### src/rtl/d_flip_flop_16_bit.sv
// rtl/d_flip_flop_16_bit.sv - 16-bit parallel-load register with asynchronous active-low clear
//
// Purpose: basic 16-bit storage element of the single-cycle datapath
// (register-file entries, program/instruction registers). Built from 16
// identical bit cells, each a D flip-flop with a load/hold select.
//
// Ports:
//   clk   in   1   rising-edge clock for loads
//   clr   in   1   asynchronous active-low clear; forces Q to 0 while low
//   D     in  16   data to capture; bit i feeds cell i
//   LOAD  in   1   active-high load enable; 0 holds current contents
//   Q     out 16   stored value; driven only by the flip-flops

module d_flip_flop_16_bit (
    input  logic        clk,
    input  logic        clr,
    input  logic [15:0] D,
    input  logic        LOAD,
    output logic [15:0] Q
);

    localparam int WIDTH = 16;

    genvar i;
    generate
        for (i = 0; i < WIDTH; i++) begin : g_cell
            logic cell_q;
            logic cell_d;

            // Load/hold select sits in front of the flop, so D and LOAD
            // only ever reach Q through a clock edge.
            assign cell_d = LOAD ? D[i] : cell_q;

            always_ff @(posedge clk or negedge clr) begin
                if (!clr) begin
                    cell_q <= 1'b0;
                end else begin
                    cell_q <= cell_d;
                end
            end

            assign Q[i] = cell_q;
        end
    endgenerate

endmodule

### config.mk
export PLATFORM = sky130hd
export DESIGN_NAME = d_flip_flop_16_bit
export DESIGN_NICKNAME = d
export VERILOG_FILES = /design/src/rtl/d_flip_flop_16_bit.sv
export SDC_FILE = /design/constraint.sdc
export NUM_CORES = 1
export LEC_CHECK = 0
export CAP_MARGIN = 20
export CORE_MARGIN = 2
export CORE_UTILIZATION = 40
export DETAILED_ROUTE_END_ITERATION = 12
export PLACE_DENSITY = 0.75
export REMOVE_ABC_BUFFERS = 1
export SKIP_LAST_GASP = 1
export SYNTH_ARGS = -nofsm -noshare
export SYNTH_HDL_FRONTEND = slang
export SYNTH_SLANG_ARGS = --single-unit
### constraint.sdc
create_clock -name clk -period 0.95 [get_ports clk]
set_input_delay 0.19 -clock clk [delete_from_list [all_inputs] [get_ports clk]]
set_output_delay 0.19 -clock clk [all_outputs]
set_load 0.01 [all_outputs]
* Word level (Yosys, flattened, before mapping) *
Cells that the tools add are included.

word-level totals
  word-level logic and storage cells = 16
  output and inout port bits = 16
  input port bits = 19
  register bits after elaboration = 16

* Depth between registers and ports, before layout *
  word-level depth = 0
  gate-level depth with buffers = 3
  depth with buffers taken out = 1

* Least setup slack after synthesis *
Ideal clock, no wire load.

  kind = input to register
  from = in LOAD
  to = reg g_cell[0].cell_q
  stages = 3
  path buffers = 2
  setup time = 125 ps
  arrival time = 726 ps
  required time = 825 ps
  path slack = 98 ps
  cells stage by stage = buf_6 -> buf_12 -> mux2_4

RTL lines
  item                  line  text
  from (decl)           18    input logic LOAD,
  to (signal assigned)  38    cell_q <= cell_d;
  to (decl)             27    logic cell_q;

No word-level cell between the ends.

* Worst setup path in the final report *
  from = reg g_cell[5].cell_q
  to = out Q[5]

RTL lines
  item                    line  text
  from (decl)             27
  from (signal assigned)  38
  to (decl)               19    output logic [15:0] Q

No word-level cell between the ends.

==> results.cfg <==
[timing]
slew_viol_final = 0
finalClockSkew_ns = 0
period_share = 1.061
relSlewSlack = 0.8953
timing_worst_slew_pin_value_ns = 0.1570
hold_viol_final = 0
maxClockFrequency_mhz = 992.2
setup_repair_after_global_routing_missed_its_margin = yes
final_worst_slack_ns = -0.05783
min_period_ns = 1.008
timing.final.setup_violations = 16

[synthesis]
synth_area_leader_cell = sky130_fd_sc_hd__dfrtp_1
synth_largest_type_area_fraction = 0.5203
yosys_warnings = 0
number_of_flip_flops_and_latches_in_the_synthesized_netlist = 16
yosysSeqAreaShare = 0.5203
synthDistinctLibCells = 6
postSynthAreaPerCell_um2 = 15.39
synthesis.instances = 50
mappedNetlistArea_um2 = 769.5
synth_top_cells_by_area = sky130_fd_sc_hd__dfrtp_1 (52%), sky130_fd_sc_hd__mux2_4 (20%), sky130_fd_sc_hd__buf_4 (16%)

[setup_path]
timing.reg2reg.setup_slack_ns = 0.07
crit_path_top_delay_cell = sky130_fd_sc_hd__dfrtp_1
setup.worst_path.start_class = register
worst_path_dominant_cell_family = flip-flops
cp_slowest_stage_delay_ns = 0.41
timing.critical_path.from = g_cell[5].cell_q
cp.arrival_ns = 0.82
setup.worst_path.class = register to output port
worst-path-buf-inv = 1
crit_path_cell_trace = buf_6
setup.worst_path.end_class = output port
timing.critical_path.fanout_max = 2
worst-endpoint-required_ns = 0.76
worst_r2r_startpoint = g_cell[4].cell_q

[power]
total_leakage_power_uw = 0.0005085
power.net_switching_uw = 363.1
cell_internal_pwr_uw = 1231
worst_voltage_drop_across_the_vdd_grid_mv = 0.7680
power.density_nw_per_um2 = 1513
power.share.switching = 0.2278
power_frac_comb = 0.236
power.sequential.fraction = 0.490
clock_power_share = 0.274

[final_layout]
multi_input_comb_area_um2 = 217.7
design.final.nets = 97
number_of_flip_flops_in_the_largest_register = 16
biggest_regs = g_cell.cell_q x16
fillerInstances = 161
post_route_cells_drive_above_1_share = 0.5584
layout.cells.non_filler = 102
registers.top_by_ff_count = g_cell.cell_q
layout_common_cells = sky130_fd_sc_hd__clkdlybuf4s50_1 (17), sky130_fd_sc_hd__dfrtp_1 (16), sky130_fd_sc_hd__buf_2 (15)
area_growth_syn_to_layout_pct = 36.91
antenna_cells = 0
stdcell_area_um2 = 1054
layout.area.seq_um2 = 400.4
layout.cells.most_common = sky130_fd_sc_hd__clkdlybuf4s50_1

[grt]
grt_util_met1 = 0.1455
largest_net_degree_at_the_start_of_global_routing = 17
grt_most_used_layer = met2
globalRouteOverflowTotal = 0
met3_routing_resource_usage_after_global_routing = 0.01887
overall_routing_resource_usage = 0.1201
vias_in_the_first_global_route = 412
global_route_wire_length_before_repair_um = 1835
use_met2 = 0.1947
antenna_found_initial = 0

[drt]
route.antenna.remaining_nets = 0
routed-via-count = 439
wirelength_um = 1369
drt_first_pass_iters = 1
routed_via_count_divided_by_cell_count = 4.304
post-route-drc-count = 0
drt-initial-drc-count = 0
avgRoutedWirePerCell_um = 13.42

[clock_tree]
clkLatencyLatePin_ns = 0.28
numClockSinks = 16
cts_tree = built
cts_buffers = 3
maximum_clock_path_buffer_count = 2
ctsRootBufferMaster = sky130_fd_sc_hd__clkbuf_4
clkTransAtPathRegs_ns = 0.09
htree_levels = 1

[flow_run]
maxCapViolCount = 0

[outcome]
outcome = finished, violations left
violated_checks = negative setup slack

[floorplanning]
coreArea_um2 = 1764
dieHeight_um = 47.86
floorplan.initialDensity = 0.4362
fp.dieW_um = 47.86
fp-row-count = 15
die_area_um2 = 2291
top_level_ports = 35

[place]
placed_cells = 95
place_congestion = 0.6066
buffer_ports.inserted = 34
placement.cell_area_um2 = 1045

[hold_path]
hp-class = primary input to async pin
-- Yosys cell counts --
cell type	count
sky130_fd_sc_hd__dfrtp_1	16
sky130_fd_sc_hd__mux2_2	6
sky130_fd_sc_hd__buf_12	1
sky130_fd_sc_hd__buf_6	1
sky130_fd_sc_hd__mux2_4	10
sky130_fd_sc_hd__buf_4	16
-- stage by stage --
| stage | setup slack, ns | util | hold slack, ns | setup TNS (ns) | power [uW] |
|---|---|---|---|---|---|
| floorplan | 0.1707 | - | -0.1056 | 0 | 926.0 |
| CTS | -0.07634 | 0.5894 | 0.2301 | -0.8950 | 1604 |
| detailed placement | -0.4108 | 0.5922 | 0.4916 | -7.776 | 1207 |
| finish | -0.05783 | 0.5972 | 0.2519 | -0.6686 | 1594 |
| global route | -0.08841 | 0.5972 | 0.2452 | -1.192 | 1663 |
| global placement | -0.3895 | 0.5922 | 0.4897 | -7.480 | 1202 |
-- kinds of logic after synthesis --
| group | after synthesis | share of synthesized area |
|---|---|---|
| buffers and inverters | 18 | 0.1968 |
| muxes | 16 | 0.2829 |
| DFF | 16 | 0.5203 |
-- final timing paths --
kind | end | cells past startpoint
max in group asynchronous | g_cell[2].cell_q | 2
max reg2reg | g_cell[4].cell_q | 2
min reg2reg | g_cell[1].cell_q | 1
min in group clk | g_cell[1].cell_q | 1
min | g_cell[12].cell_q | 2
max | Q[5] | 1
-- routing by layer --
metal | vias up | wire length (um)
li1 | 206 | -
met1 | 210 | 599
met2 | 21 | 632
met3 | 2 | 114
met4 | 0 | 22
met5 | - | 0
-- repair_timing --
action                     4_1_cts  5_1_grt
buffers inserted                 2        1
gates cloned                     1        0
setup endpoints to repair       32       16
hold buffers                     0        0
resized for setup               65        1
-- power groups by stage --
stage / Sequential (uW) / Combinational (uW) / Clock (uW)
floorplan: 829 / 96.6 / 0
global placement: 795 / 408 / 0
detailed placement: 798 / 409 / 0
CTS: 781 / 369 / 454
global route: 788 / 399 / 476
finish: 781 / 376 / 437
-- cell type report --
type                    count  share of cell area
well taps                  25             0.02969
flip-flops and latches     16              0.3800
multi-input cells          16              0.2067
repair buffers             41              0.3492
clock buffers               4             0.03444
(Power assumes the default switching activity.)
